File: config.mk
export PLATFORM = sky130hd
export DESIGN_NAME = conv_seq_fsm
export DESIGN_NICKNAME = d
export VERILOG_FILES = /design/src/rtl/conv_seq_fsm_pkg.sv /design/src/rtl/conv_seq_fsm_gpio_edge_sync.sv /design/src/rtl/conv_seq_fsm.sv
export SDC_FILE = /design/constraint.sdc
export NUM_CORES = 1
export LEC_CHECK = 0
export ABC_AREA = 1
export CAP_MARGIN = 20
export CORE_MARGIN = 2
export CORE_UTILIZATION = 45
export CTS_BUF_LIST = sky130_fd_sc_hd__clkbuf_8
export DETAILED_ROUTE_END_ITERATION = 6
export MAX_ROUTING_LAYER = met4
export PLACE_DENSITY = 0.66
export SETUP_SLACK_MARGIN = 0.1
export SKIP_LAST_GASP = 1
export SLEW_MARGIN = 30
export SYNTH_ARGS = -nofsm -noshare
export SYNTH_HDL_FRONTEND = slang
export SYNTH_SLANG_ARGS = --single-unit
File: constraint.sdc
create_clock -name CLK100MHZ -period 2.65 [get_ports CLK100MHZ]
set_input_delay 0.3975 -clock CLK100MHZ [delete_from_list [all_inputs] [get_ports CLK100MHZ]]
set_output_delay 0.3975 -clock CLK100MHZ [all_outputs]
set_load 0.1 [all_outputs]
File: src/rtl/conv_seq_fsm_pkg.sv
// Shared definitions for the convolution frame sequencer: default geometry and FSM state encoding.
package conv_seq_fsm_pkg;

    localparam int NB_ADDRESS_DEF = 10;
    localparam int W_LAT_DEF      = 3;
    localparam int K_ROWS_DEF     = 3;
    localparam int N_BLOCKS_DEF   = 4;

    typedef enum logic [2:0] {
        S_IDLE  = 3'd0,
        S_KLOAD = 3'd1,
        S_RUN   = 3'd2,
        S_DRAIN = 3'd3,
        S_CHBLK = 3'd4
    } state_e;

endpackage

File: src/rtl/conv_seq_fsm_gpio_edge_sync.sv
// Brings one asynchronous GPIO level into the clock domain and flags its rising edge.
module conv_seq_fsm_gpio_edge_sync (
    input  logic clk_i,
    input  logic rst_ni,
    input  logic pin_i,
    output logic rise_o
);

    logic meta_q;
    logic sync_q;
    logic prev_q;

    // Two-flop synchronizer followed by a history flop for edge detection.
    always_ff @(posedge clk_i or negedge rst_ni) begin
        if (!rst_ni) begin
            meta_q <= 1'b0;
            sync_q <= 1'b0;
            prev_q <= 1'b0;
        end else begin
            meta_q <= pin_i;
            sync_q <= meta_q;
            prev_q <= sync_q;
        end
    end

    assign rise_o = sync_q & ~prev_q;

endmodule

File: src/rtl/conv_seq_fsm.sv
// Frame sequencer: turns GPIO commands into kernel-load, block-sweep and block-change
// sequences driving the MCU address/control lines and the Conv lane strobes.
module conv_seq_fsm
    import conv_seq_fsm_pkg::*;
#(
    parameter int NB_ADDRESS = NB_ADDRESS_DEF,
    parameter int W_LAT      = W_LAT_DEF,
    parameter int K_ROWS     = K_ROWS_DEF,
    parameter int N_BLOCKS   = N_BLOCKS_DEF
) (
    input  logic                          CLK100MHZ,
    input  logic                          i_reset,
    input  logic                          i_start,
    input  logic                          i_load_k,
    input  logic                          i_next,
    input  logic [NB_ADDRESS-1:0]         i_last_addr,
    output logic                          o_sop,
    output logic                          o_eop,
    output logic                          o_chblk,
    output logic                          o_valid,
    output logic                          o_ki,
    output logic [NB_ADDRESS-1:0]         o_raddr,
    output logic [NB_ADDRESS-1:0]         o_waddr,
    output logic [$clog2(N_BLOCKS)-1:0]   o_blk,
    output logic                          o_frame_done
);

    localparam int BLK_W = $clog2(N_BLOCKS);
    // Sweep cycle counter must reach last_addr + W_LAT without wrapping.
    localparam int CNT_W = NB_ADDRESS + 2;

    localparam logic [NB_ADDRESS-1:0] ADDR_ONE = NB_ADDRESS'(1);
    localparam logic [NB_ADDRESS-1:0] K_LAST   = NB_ADDRESS'(K_ROWS - 1);
    localparam logic [CNT_W-1:0]      CNT_ONE  = CNT_W'(1);
    localparam logic [CNT_W-1:0]      CNT_LAT  = CNT_W'(W_LAT);
    localparam logic [BLK_W-1:0]      BLK_ONE  = BLK_W'(1);
    localparam logic [BLK_W-1:0]      BLK_LAST = BLK_W'(N_BLOCKS - 1);

    logic start_rise_s;
    logic load_k_rise_s;
    logic next_rise_s;
    logic [CNT_W-1:0] drain_end_s;

    state_e                state_q;
    logic                  sop_q;
    logic                  eop_q;
    logic                  chblk_q;
    logic                  valid_q;
    logic                  ki_q;
    logic [NB_ADDRESS-1:0] raddr_q;
    logic [NB_ADDRESS-1:0] waddr_q;
    logic [BLK_W-1:0]      blk_q;
    logic                  frame_done_q;
    logic [NB_ADDRESS-1:0] last_q;
    logic [CNT_W-1:0]      cnt_q;

    conv_seq_fsm_gpio_edge_sync u_sync_start (
        .clk_i  (CLK100MHZ),
        .rst_ni (i_reset),
        .pin_i  (i_start),
        .rise_o (start_rise_s)
    );

    conv_seq_fsm_gpio_edge_sync u_sync_load_k (
        .clk_i  (CLK100MHZ),
        .rst_ni (i_reset),
        .pin_i  (i_load_k),
        .rise_o (load_k_rise_s)
    );

    conv_seq_fsm_gpio_edge_sync u_sync_next (
        .clk_i  (CLK100MHZ),
        .rst_ni (i_reset),
        .pin_i  (i_next),
        .rise_o (next_rise_s)
    );

    assign drain_end_s = CNT_W'(last_q) + CNT_LAT;

    // Sequencer FSM; every output is a register updated alongside the state.
    // eop stays high whenever no image sweep (RUN/DRAIN) is in progress.
    always_ff @(posedge CLK100MHZ or negedge i_reset) begin
        if (!i_reset) begin
            state_q      <= S_IDLE;
            sop_q        <= 1'b0;
            eop_q        <= 1'b1;
            chblk_q      <= 1'b0;
            valid_q      <= 1'b0;
            ki_q         <= 1'b0;
            raddr_q      <= '0;
            waddr_q      <= '0;
            blk_q        <= '0;
            frame_done_q <= 1'b0;
            last_q       <= '0;
            cnt_q        <= '0;
        end else begin
            case (state_q)
                S_IDLE: begin
                    if (load_k_rise_s) begin
                        state_q <= S_KLOAD;
                        ki_q    <= 1'b1;
                        valid_q <= 1'b1;
                        raddr_q <= '0;
                    end else if (start_rise_s) begin
                        state_q      <= S_RUN;
                        sop_q        <= 1'b1;
                        eop_q        <= 1'b0;
                        valid_q      <= 1'b1;
                        raddr_q      <= '0;
                        waddr_q      <= '0;
                        cnt_q        <= '0;
                        last_q       <= i_last_addr;
                        frame_done_q <= 1'b0;
                    end else if (next_rise_s) begin
                        state_q <= S_CHBLK;
                        chblk_q <= 1'b1;
                        if (blk_q == BLK_LAST) begin
                            blk_q        <= '0;
                            frame_done_q <= 1'b1;
                        end else begin
                            blk_q <= blk_q + BLK_ONE;
                        end
                    end else begin
                        state_q <= S_IDLE;
                    end
                end
                S_KLOAD: begin
                    if (raddr_q == K_LAST) begin
                        state_q <= S_IDLE;
                        ki_q    <= 1'b0;
                        valid_q <= 1'b0;
                        raddr_q <= '0;
                    end else begin
                        raddr_q <= raddr_q + ADDR_ONE;
                    end
                end
                S_RUN: begin
                    cnt_q <= cnt_q + CNT_ONE;
                    // waddr is the read address W_LAT cycles ago, floored at zero.
                    if (cnt_q >= CNT_LAT) begin
                        waddr_q <= waddr_q + ADDR_ONE;
                    end
                    if (raddr_q == last_q) begin
                        state_q <= S_DRAIN;
                        valid_q <= 1'b0;
                    end else begin
                        raddr_q <= raddr_q + ADDR_ONE;
                    end
                end
                S_DRAIN: begin
                    if (cnt_q == drain_end_s) begin
                        state_q <= S_IDLE;
                        sop_q   <= 1'b0;
                        eop_q   <= 1'b1;
                        raddr_q <= '0;
                        waddr_q <= '0;
                    end else begin
                        cnt_q <= cnt_q + CNT_ONE;
                        if (cnt_q >= CNT_LAT) begin
                            waddr_q <= waddr_q + ADDR_ONE;
                        end
                    end
                end
                S_CHBLK: begin
                    state_q <= S_IDLE;
                    chblk_q <= 1'b0;
                end
                default: begin
                    state_q <= S_IDLE;
                    sop_q   <= 1'b0;
                    eop_q   <= 1'b1;
                    chblk_q <= 1'b0;
                    valid_q <= 1'b0;
                    ki_q    <= 1'b0;
                    raddr_q <= '0;
                    waddr_q <= '0;
                end
            endcase
        end
    end

    assign o_sop        = sop_q;
    assign o_eop        = eop_q;
    assign o_chblk      = chblk_q;
    assign o_valid      = valid_q;
    assign o_ki         = ki_q;
    assign o_raddr      = raddr_q;
    assign o_waddr      = waddr_q;
    assign o_blk        = blk_q;
    assign o_frame_done = frame_done_q;

endmodule

==> results.py <==
metrics = {
    "power": {
        "total_power_mw": 4.87,
        "switching_share_pct": 49.7,
        "power.density_nw_per_um2": 1090,
        "cellLeakagePower_nw": 2.18,
        "combPwrFrac_pct": 49.9,
        "p_int_mw": 2.45,
        "p_seq_share_pct": 29.0,
        "p_sw_mw": 2.42,
        "irDropWorstVdd_uv": 906,
        "power.clock.fraction_pct": 21.1,
    },
    "job": {
        "max_cap_viol_count": 0,
    },
    "route": {
        "drtAntennaViolNets": 0,
        "drc": 0,
        "drt_iter0_drc": 194,
        "routedWlPerCell_um": 13.2,
        "viasPerCell": 5.02,
        "first_pass_iters": 5,
        "wl_um": 8800,
        "vias": 3340,
    },
    "critical_path": {
        "reg2reg_from": "last_q[0]$_DFFE_PN0P_",
        "crit_start": "last_q[0]$_DFFE_PN0P_",
        "crit_fanout": 15,
        "crit_type": "reg2reg",
        "cp-start-kind": "flip-flop",
        "critPathRequiredTime_ns": 2.87,
        "end_kind": "flip-flop",
        "arrival_ns": 2.42,
    },
    "synth": {
        "yosysWarnings": 0,
        "syn_nets": 534,
        "yosysTopAreaCellShare_pct": 40.1,
        "avgSynthCellArea_um2": 7.42,
        "synth_edf_count": 0,
        "netlist_area_um2": 3810,
        "yosysUniqueCellTypes": 34,
        "synthTopCellsByCount": "nand2_1 (135), nor2_1 (63), dfrtp_1 (61)",
        "synth_largest_area_cell": "dfrtp_1",
        "synth_most_common_cell": "nand2_1",
        "async_flop_share_pct": 100,
        "seq_area_frac_synth_pct": 40.8,
        "synth-seq-cells": 62,
        "synth_ff_type": "dfrtp_1",
        "synthesis.instances": 513,
        "synth_area_leaders": "dfrtp_1 (40%), nand2_1 (13%), nand3_1 (6.6%), nor2_1 (6.2%), inv_1 (5.7%)",
    },
    "clock_network": {
        "clock-sinks": 62,
        "cts_max_level": 3,
        "cts_tree": "done",
        "hold_buffers": 0,
        "cts_setup_buffers": 0,
        "insertion_delay_ns": 0.34,
        "cts_buffer_depth": 2,
        "cts.clk_slew.worst_paths_ns": 0.08,
        "cts_made_buffers": 9,
        "root_buffer": "clkbuf_8",
        "cts_resized": 0,
    },
    "layout": {
        "drive_gt1_share_pct": 15.3,
        "multi_input_area_um2": 1930,
        "nFillCells": 801,
        "nets": 578,
        "syn_to_final_growth_pct": 16.9,
        "regArea_um2": 1550,
        "antennaDiodeCount": 0,
    },
    "grt": {
        "overflow": 0,
        "grt_pass1_wl_um": 15200,
        "first_global_vias": 3287,
        "grt_usage_pct": 21.8,
        "grt_max_degree": 35,
        "antenna_found_initial": 0,
    },
    "sta": {
        "setup_ws_ns": 0.455,
        "max_slew.worst_pin.slew_ns": 0.686,
        "relSlewSlack_pct": 54.2,
        "rsz0062_at_grt": "no",
        "whs_ns": 0.0961,
        "min_period_ns": 2.20,
        "timing.fmax_ghz": 0.456,
        "slew_viol_final": 0,
        "setup_violations": 0,
        "tns_ns": 0,
        "finalCritPeriodShare_pct": 82.8,
        "hold_violations": 0,
        "skew_ns": 0.0121,
    },
    "hold_path": {
        "min_path_type": "in2async",
    },
    "place": {
        "place_ws_ns": 0.475,
        "gp_congestion": 0.907,
        "numPortBuffers": 42,
        "hpwlAfterDp_um": 6600,
    },
    "floorplan": {
        "coreArea_um2": 8220,
        "dieWidth_um": 96,
        "die-area_um2": 9220,
        "top_level_ports": 43,
        "start_util_pct": 46.4,
        "die_y_um": 96,
        "rows": 33,
    },
    "status": {
        "status": "finished, final reports clean",
    },
}
## power groups by stage
stage	registers (mW)	clock network, mW	logic (mW)
after floorplan	1.88	0	1.53
after global placement	1.42	0	2.39
after detailed placement	1.42	0	2.43
after CTS	1.41	1.04	2.44
after global routing	1.45	1.08	2.70
final	1.41	1.03	2.43
## state kept, by name, summed over array words and instances (netlist names), 2 cells and up
| name | cells |
|---|---|
| cnt_q | 12 |
| last_q | 10 |
| o_blk | 2 |
| o_raddr | 10 |
| o_waddr | 10 |
| state_q | 3 |
## worst max-delay path, stage by stage (launching register included)
cell	delay (ns)
dfrtp_1	0.43
inv_2	0.07
ha_1	0.23
inv_1	0.08
nand3_1	0.11
nor2_1	0.15
nand2_1	0.06
nand2_1	0.08
nand3_1	0.10
nor2_2	0.17
nand2_2	0.08
nand2_4	0.15
nand3_2	0.12
inv_2	0.17
nor2_1	0.06
## cell type report
class,count,share of cell area (%)
multi-input combinational,379,43.3
sequential,62,34.9
timing repair buffer,44,8.38
inverter,61,5.14
clock buffer,10,3.09
tap,105,2.95
clock inverter,5,2.22
## layout by cell type, fill, tap and decap left out, types with 3 or more instances in the layout
cell and n:
nand2_2 13, o21ai_1 3, clkbuf_8 10, nor2_2 6, inv_1 59, dfrtp_1 61
nand4_1 7, buf_4 29, or2_2 3, xor2_1 19, nand3_1 50, inv_2 3
o21ai_0 13, mux2_2 3, xnor2_1 8, nor2_1 63, o21ai_2 7, bufinv_16 3
a21oi_1 18, nand3b_1 4, clkdlybuf4s50_1 13, ha_1 6, nor3_1 10, nand2_1 135
## cells by family (layout without fill, tap and decap cells)
| family | count (synthesis) | in the layout | synth area share (%) |
|---|---|---|---|
| buf+inv | 72 | 120 | 8.57 |
| mux | 4 | 4 | 1.15 |
| xor+xnor | 27 | 27 | 6.21 |
| compound gates | 45 | 45 | 6.80 |
| fa+ha+maj | 6 | 6 | 1.97 |
| flops | 62 | 62 | 40.8 |
| simple gates | 297 | 297 | 34.5 |
## metal layers
layer	global-route usage, %	vias up	share of wire (%)	wire (um)
met5	-	-	0	0
met4	6.31	0	0.83	73
met3	3.37	6	3.7	326
met2	35.0	63	47	4130
met1	28.6	1562	48	4270
li1	-	1709	-	-
## metrics by stage
| stage | std cells | util (%) | cell area (um^2) |
|---|---|---|---|
| after floorplan | 513 | - | 3810 |
| after global placement | 651 | 51.3 | 4220 |
| after detailed placement | 651 | 51.3 | 4220 |
| after CTS | 666 | 54.2 | 4450 |
| after global routing | 666 | 54.2 | 4450 |
| final | 666 | 54.2 | 4450 |
## final timing paths
check                                                 to  slack [ns]  depth (start not counted)
min                                last_q[8]$_DFFE_PN0P_         0.1                          1
max                               o_waddr[2]$_DFFE_PN0P_        0.45                         14
max in group asynchronous              o_eop$_DFFE_PN1P_        1.87                          2
max reg2reg                       o_waddr[2]$_DFFE_PN0P_        0.45                         14
min in group CLK100MHZ     u_sync_start.sync_q$_DFF_PN0_        0.35                          0
min reg2reg                u_sync_start.sync_q$_DFF_PN0_        0.35                          0
Note: power is estimated with default switching activity, not from simulation.
